File: config.mk
export PLATFORM = sky130hd
export DESIGN_NAME = game_end_of_game_timer
export DESIGN_NICKNAME = d
export VERILOG_FILES = /design/src/rtl/game_end_of_game_timer_pkg.sv /design/src/rtl/game_bcd_counter_sat.sv /design/src/rtl/game_end_of_game_timer.sv
export SDC_FILE = /design/constraint.sdc
export NUM_CORES = 1
export LEC_CHECK = 0
export ABC_CLOCK_PERIOD_IN_PS = 5650
export CAP_MARGIN = 15
export CORE_MARGIN = 2
export CORE_UTILIZATION = 30
export CTS_CLUSTER_SIZE = 12
export DETAILED_ROUTE_END_ITERATION = 8
export PLACE_DENSITY = 0.52
export SYNTH_ARGS = -nofsm -noshare
export SYNTH_HDL_FRONTEND = slang
export SYNTH_SLANG_ARGS = --single-unit
export TNS_END_PERCENT = 10
File: constraint.sdc
create_clock -name clk -period 5.65 [get_ports clk]
set_input_delay 0.565 -clock clk [delete_from_list [all_inputs] [get_ports clk]]
set_output_delay 0.565 -clock clk [all_outputs]
set_load 0.005 [all_outputs]
File: src/rtl/game_end_of_game_timer_pkg.sv
// Shared constants, state encoding and BCD helper for the end-of-game timer.
// Optional feature macro used by the top: GAME_TIMER_BLINK_EN.
package game_end_of_game_timer_pkg;

    localparam int BCD_DIGIT_W      = 4;
    localparam int DEF_TIMER_CYCLES = 50_000_000;
    localparam int DEF_BLINK_CYCLES = 6_250_000;

    typedef enum logic [1:0] {
        IDLE  = 2'd0,
        RUN   = 2'd1,
        SCORE = 2'd2
    } state_t;

    // Two-digit BCD increment that holds at 99.
    function automatic logic [2*BCD_DIGIT_W-1:0] bcd2_inc_sat(
        input logic [2*BCD_DIGIT_W-1:0] value
    );
        logic [BCD_DIGIT_W-1:0] tens;
        logic [BCD_DIGIT_W-1:0] ones;
        tens = value[2*BCD_DIGIT_W-1:BCD_DIGIT_W];
        ones = value[BCD_DIGIT_W-1:0];
        if (tens == BCD_DIGIT_W'(9) && ones == BCD_DIGIT_W'(9)) begin
            return value;
        end
        if (ones == BCD_DIGIT_W'(9)) begin
            return {tens + BCD_DIGIT_W'(1), BCD_DIGIT_W'(0)};
        end
        return {tens, ones + BCD_DIGIT_W'(1)};
    endfunction

endpackage

File: src/rtl/game_bcd_counter_sat.sv
// Two-digit saturating BCD score counter; clr has priority over inc.
module game_bcd_counter_sat
    import game_end_of_game_timer_pkg::*;
(
    input  logic                       clk,
    input  logic                       reset_n,
    input  logic                       inc,
    input  logic                       clr,
    output logic [2*BCD_DIGIT_W-1:0]   value
);

    always_ff @(posedge clk or negedge reset_n) begin
        if (!reset_n) begin
            value <= '0;
        end else if (clr) begin
            value <= '0;
        end else if (inc) begin
            value <= bcd2_inc_sat(value);
        end
    end

endmodule

File: src/rtl/game_end_of_game_timer.sv
// End-of-game pause timer with win/loss BCD score keeping.
// Define GAME_TIMER_BLINK_EN to build the blink counter; otherwise blink is tied low.
module game_end_of_game_timer
    import game_end_of_game_timer_pkg::*;
#(
    parameter int TIMER_CYCLES = DEF_TIMER_CYCLES,
    parameter int BLINK_CYCLES = DEF_BLINK_CYCLES
) (
    input  logic                     clk,
    input  logic                     reset_n,
    input  logic                     end_of_game_timer_start,
    input  logic                     game_won,
    input  logic                     clear_score,
    output logic                     end_of_game_timer_running,
    output logic                     round_done,
    output logic [2*BCD_DIGIT_W-1:0] wins_bcd,
    output logic [2*BCD_DIGIT_W-1:0] losses_bcd,
    output logic                     blink
);

    localparam int TW = ($clog2(TIMER_CYCLES) > 1) ? $clog2(TIMER_CYCLES) : 1;
    localparam logic [TW-1:0] TIMER_LOAD = TW'(TIMER_CYCLES - 1);

    state_t          state_q;
    state_t          state_d;
    logic [TW-1:0]   count_q;
    logic            won_q;
    logic            score_win;
    logic            score_loss;

    always_ff @(posedge clk or negedge reset_n) begin
        if (!reset_n) begin
            state_q <= IDLE;
        end else begin
            state_q <= state_d;
        end
    end

    always_comb begin
        state_d = state_q;
        case (state_q)
            IDLE:    if (end_of_game_timer_start) state_d = RUN;
            RUN:     if (count_q == '0) state_d = SCORE;
            SCORE:   state_d = IDLE;
            default: state_d = IDLE;
        endcase
    end

    // Start is only honoured from IDLE, so a repeated pulse never reloads the pause.
    always_ff @(posedge clk or negedge reset_n) begin
        if (!reset_n) begin
            count_q <= '0;
            won_q   <= 1'b0;
        end else begin
            case (state_q)
                IDLE: begin
                    if (end_of_game_timer_start) count_q <= TIMER_LOAD;
                end
                RUN: begin
                    if (count_q == '0) begin
                        won_q <= game_won;
                    end else begin
                        count_q <= count_q - TW'(1);
                    end
                end
                default: ;
            endcase
        end
    end

    // Start is ORed in so the master sees running in the same cycle as its own pulse.
    assign end_of_game_timer_running = end_of_game_timer_start | (state_q == RUN);
    assign round_done                = (state_q == SCORE);
    assign score_win                 = round_done & won_q;
    assign score_loss                = round_done & ~won_q;

    game_bcd_counter_sat u_wins (
        .clk     (clk),
        .reset_n (reset_n),
        .inc     (score_win),
        .clr     (clear_score),
        .value   (wins_bcd)
    );

    game_bcd_counter_sat u_losses (
        .clk     (clk),
        .reset_n (reset_n),
        .inc     (score_loss),
        .clr     (clear_score),
        .value   (losses_bcd)
    );

`ifdef GAME_TIMER_BLINK_EN
    localparam int BW = ($clog2(BLINK_CYCLES) > 1) ? $clog2(BLINK_CYCLES) : 1;
    localparam logic [BW-1:0] BLINK_LOAD = BW'(BLINK_CYCLES - 1);

    logic [BW-1:0] blink_cnt_q;
    logic          blink_q;

    // Blink starts high on entry to RUN and is cleared on any cycle leaving RUN.
    always_ff @(posedge clk or negedge reset_n) begin
        if (!reset_n) begin
            blink_cnt_q <= '0;
            blink_q     <= 1'b0;
        end else if (state_q == IDLE && end_of_game_timer_start) begin
            blink_cnt_q <= BLINK_LOAD;
            blink_q     <= 1'b1;
        end else if (state_q == RUN && state_d == RUN) begin
            if (blink_cnt_q == '0) begin
                blink_cnt_q <= BLINK_LOAD;
                blink_q     <= ~blink_q;
            end else begin
                blink_cnt_q <= blink_cnt_q - BW'(1);
            end
        end else begin
            blink_q <= 1'b0;
        end
    end

    assign blink = blink_q;
`else
    // Constant low; the parameter is still referenced so both builds share one interface.
    assign blink = (BLINK_CYCLES < 0);
`endif

endmodule

* Word level (Yosys, flattened, before mapping) *
Index checks and enable logic that the tools add are counted.

operators by class
  add/subtract/negate cells = 5
  equal/unequal tests = 9
  mux-type cells = 32
  bitwise gates (word level) = 4
  reduce and logical (&&, ||, !) cells = 14

operators with widths
  kind                     count
  $mux W8                  12
  $mux W26                 2
  $pmux W26 S2             1
  $logic_not A26 Y1        1
  $sub A26 B1 Y26 const B  1
  $add A4 B1 Y4 const B    4
  $eq A4 B4 Y1 const B     4
  $mux W1                  14
  $reduce_and A2 Y1        4
  $ne A2 B2 Y1 const B     3
  $reduce_bool A2 Y1       3
  $reduce_bool A3 Y1       2
  $mux W2                  2
  $pmux W2 S2              1
  $reduce_and A3 Y1        1
  $and A1 B1 Y1            2
  $eq A2 B1 Y1 const B     1
  $eq A2 B2 Y1 const B     1
  $logic_and A1 B1 Y1      2
  $logic_not A2 Y1         1
  $not A1 Y1               1
  $or A1 B1 Y1             1

storage, ports and cells
  flip-flop bits (word level) = 45
  output and inout port bits = 19
  word-level logic and storage cells = 71

* Depth between registers and ports, before layout *
  word-level depth = 12
  depth in mapped cells = 9

* By module *
From an unflattened synthesis, not the netlist that was laid out.

unflattened totals
  cell total of the unflattened synthesis = 265
  area, all modules = 2539.9 um2

by module, submodules not included
  module                  instances  cells each  area each (um2)
  game_end_of_game_timer  1          161         1544.0
  game_bcd_counter_sat    2          52          498.0

* Worst setup path before layout *
OpenSTA, ideal clock, no wires.

  path type = flip-flop to flip-flop
  start = reg count_q[0]
  end = reg won_q
  setup time = 125 ps
  arrival = 1850 ps
  data required time = 5525 ps
  setup slack = 3676 ps
  cell stages (with the launch flop) = 7
  path buffers = 0
  cells stage by stage = dfrtp_1 > inv_1 > ha_1 > nor4b_4 > nand3_2 > nor4_4 > mux2_2

on the way
  cells in the longest elaborated chain, start to end = 2

RTL lines
  element                      line                          RTL
  from (decl)                  game_end_of_game_timer.sv:26  logic [TW-1:0] count_q;
  from (signal assigned)       game_end_of_game_timer.sv:63  count_q <= count_q - TW'(1);
  $logic_not A26 Y1            game_end_of_game_timer.sv:60  if (count_q == '0) begin
  $reduce_and A2 Y1 (no line)  n/a
  to (signal assigned)         game_end_of_game_timer.sv:61  won_q <= game_won;
  to (decl)                    game_end_of_game_timer.sv:27  logic won_q;

Every way passes these cells.
A chain may end at the register's enable or synchronous reset.

* Final worst setup path *
  start = reg state_q[0]
  end = out end_of_game_timer_running

on the way
  cells in the longest elaborated chain, start to end = 2

RTL lines
  element                 line                          RTL
  from (decl)             game_end_of_game_timer.sv:24  state_t state_q;
  from (signal assigned)  game_end_of_game_timer.sv:35  state_q <= state_d;
  $eq A2 B1 Y1            game_end_of_game_timer.sv:72  assign end_of_game_timer_running = end_of_game_timer_start | (state_q == RUN);
  $or A1 B1 Y1            game_end_of_game_timer.sv:72
  to (decl)               game_end_of_game_timer.sv:14  output logic end_of_game_timer_running,

Every way passes these cells.

==> flow_metrics.py <==
metrics = {
    "status": {
        "status": "finished, final reports clean",
    },
    "drt": {
        "drtIter0Drc": 96,
        "postRouteAntennaNets": 0,
        "wl_per_cell_um": 13.7,
        "first_pass_iters": 4,
        "via_per_inst": 5.06,
        "drc_errors": 0,
        "vias": 1943,
        "drt-total-wl_mm": 5.24,
    },
    "global_route": {
        "grt_max_degree": 46,
        "overflow": 0,
        "grt_pass1_vias": 1832,
        "grtUsageTotal_pct": 12.3,
        "antenna_found_initial": 0,
        "grt_pass1_wl_mm": 8.87,
    },
    "worst_setup_path": {
        "path_cells": "nor2b_1, or2_2, clkdlybuf4s50_1",
        "cp-startpoint": "state_q[0]$_DFFE_PN0P_",
        "r2r_start": "count_q[0]$_DFFE_PN0P_",
        "worstSetupPathType": "flip-flop to output pin",
        "startpoint_type": "flip-flop",
        "cp.required_ns": 5.09,
        "slowest_stage": "nor2b_1",
        "cp_max_fo": 9,
        "slowest_delay_ns": 0.62,
        "cp.arrival_ns": 2.07,
        "worstSetupEndpointType": "output pin",
    },
    "cells_and_area": {
        "nets": 292,
        "area_delta_synth_final_pct": 16.4,
        "drive_gt1_share_pct": 9.32,
        "diodes": 0,
        "final_util_pct": 36.2,
        "final_common_cell": "dfrtp_1",
        "layout_common_cells": "dfrtp_1 (45), nor2_1 (27), clkdlybuf4s50_1 (21)",
    },
    "timing": {
        "finalHoldViolations": 0,
        "setup_ws_ns": 3.01,
        "tightest_slew_ns": 0.724,
        "finalCritPeriodShare_pct": 46.7,
        "fin_tns_setup_ns": 0,
        "max_freq_mhz": 379,
        "finalMaxSlewViolations": 0,
        "max_slew_margin_pct": 51.7,
        "setup_viol": 0,
        "rsz0062_at_grt": "false",
        "fin_skew_ns": 0.0154,
        "final.min_clock_period_ns": 2.64,
    },
    "pwr": {
        "power.density_mw_per_mm2": 253,
        "cellLeakagePower_nw": 1.16,
        "p_seq_share_pct": 57.2,
        "sw_frac_of_total_pct": 32.3,
        "ir_drop_mv": 0.123,
        "p_sw_mw": 0.243,
        "internal_power_mw": 0.508,
        "p_total_mw": 0.751,
        "comb_power_share_pct": 15.2,
        "clkPwrFrac_pct": 27.6,
    },
    "cts": {
        "cts_resized": 0,
        "post_cts_buffers": 0,
        "holdBufCountCts": 0,
        "clk_latency_ns": 0.31,
        "cts-root-buf": "clkbuf_8",
        "cts_buffer_depth": 2,
        "cts.sinks": 45,
        "numCtsBuffers": 5,
        "cts_max_level": 2,
        "clkSlewWorstSetupHoldPaths_ns": 0.10,
        "cts_tree": "done",
    },
    "placement": {
        "place_ws_ns": 3.30,
        "hpwl_mm": 3.62,
        "io_buffers": 22,
        "gp_congestion": 0.772,
    },
    "logic_synthesis": {
        "synth-edff-count": 0,
        "synth-seq-cells": 45,
        "postSynthCellCount": 257,
        "synth.distinct_cells": 52,
        "ys_seq_area_share_pct": 44.1,
        "synth_area_mm2": 0.00255,
        "syn_area_per_cell_um2": 9.94,
        "synth_ff_type": "dfrtp_1",
        "yosys_warnings": 0,
        "synthArstFlopShare_pct": 100,
        "synth_fp_nets": 271,
    },
    "floorplanning": {
        "rows": 33,
        "die_width_um": 96.3,
        "core_area_mm2": 0.00822,
        "die-height_um": 96.3,
        "die-area_mm2": 0.00927,
        "initial_core_util_pct": 31.1,
        "io_pins": 24,
    },
    "job": {
        "maxCapViolations": 0,
    },
    "hold_path": {
        "hold_class": "input pin to asynchronous set/reset pin",
    },
}
layout make-up:
cell class | count | area (um2)
Multi-Input combinational cell | 195 | 1360
Inverter | 8 | 30.0
Clock inverter | 2 | 15.0
Tap cell | 105 | 131
Fill cell | 848 | 5240
Timing Repair Buffer | 23 | 243
Clock buffer | 6 | 72.6
Sequential cell | 45 | 1130
worst max-delay path, delay by kind of cell, from the launching register on:
kind	cells	cell delay, ns
simple gates	2	0.84
buf+inv	1	0.49
flops	1	0.44
path summary, 6_finish.rpt:
path / slack, ns / cells past startpoint / end
max: 3.01 / 3 / end_of_game_timer_running
min: 0.24 / 1 / u_losses.value[6]$_DFFE_PN0P_
max reg2reg: 3.30 / 7 / count_q[9]$_DFFE_PN0P_
min reg2reg: 0.50 / 1 / count_q[7]$_DFFE_PN0P_
max in group asynchronous: 4.89 / 2 / count_q[11]$_DFFE_PN0P_
min in group clk: 0.50 / 1 / count_q[7]$_DFFE_PN0P_
kinds of logic (layout without fill, tap and decap cells):
logic type / count (synthesis) / in the layout / share of synthesized area, %
simple gates: 123 / 123 / 30.2
flops: 45 / 45 / 44.1
compound gates: 38 / 38 / 9.31
buf+inv: 17 / 39 / 2.89
mux: 13 / 13 / 5.24
xor+xnor: 11 / 11 / 3.77
fa+ha+maj: 9 / 9 / 4.41
other cells: 1 / 1 / 0.147
cell usage after synthesis (2+ instances only):
library cell  number  area [um2]
buf_4              2        15.0
inv_1              8        30.0
nor3_1            11        55.1
xnor2_1            5        43.8
a211oi_1           3        22.5
nor2_1            27         101
nand3_1           10        50.1
o21ai_0           12        60.1
o31ai_1            2        15.0
a21oi_1           10        50.1
dfrtp_1           45        1130
or3_1              6        37.5
nand3b_1           2        15.0
nor4_4             4        85.1
or2_2              2        12.5
or4_1              3        22.5
mux2i_1           10         100
buf_2              2        10.0
and3_1             5        31.3
nor4_1             6        37.5
xor2_1             6        52.6
nand2_1           18        67.6
nor2b_1            6        37.5
nand4_1            7        43.8
and3b_1            4        35.0
clkbuf_1           5        18.8
ha_1               9         113
mux2_2             3        33.8
flip-flops by register name, indices dropped and copies added (netlist names):
register        count
count_q            26
u_losses.value      8
u_wins.value        8
state_q             2
won_q               1
power by group through the flow:
stage	Clock, mW	Combinational, mW	Sequential, mW
final	0.207	0.114	0.429
after global placement	0	0.112	0.435
after global routing	0.224	0.133	0.439
after CTS	0.211	0.114	0.430
after detailed placement	0	0.114	0.435
after floorplan	0	0.0864	0.422
through the flow:
step / instances / cell area, um2 / hold slack, ns
6_report: 384 / 2970 / 0.238
3_3_place_gp: 375 / 2860 / 0.488
5_1_grt: 384 / 2970 / 0.280
3_5_place_dp: 375 / 2860 / 0.491
4_1_cts: 383 / 2950 / 0.478
2_1_floorplan: 257 / 2550 / 0.269
per-layer routing:
layer  track usage, %  share of wire, %  routed length, um  vias up
met2             18.8                43               2250       34
met5                0                 0                  0        -
met4             3.21              0.97                 51        0
met3             2.58               4.2                220        7
met1             17.5                52               2720      934
li1                 -                 -                  -      968
No activity file was read; power rests on OpenSTA's default activity.
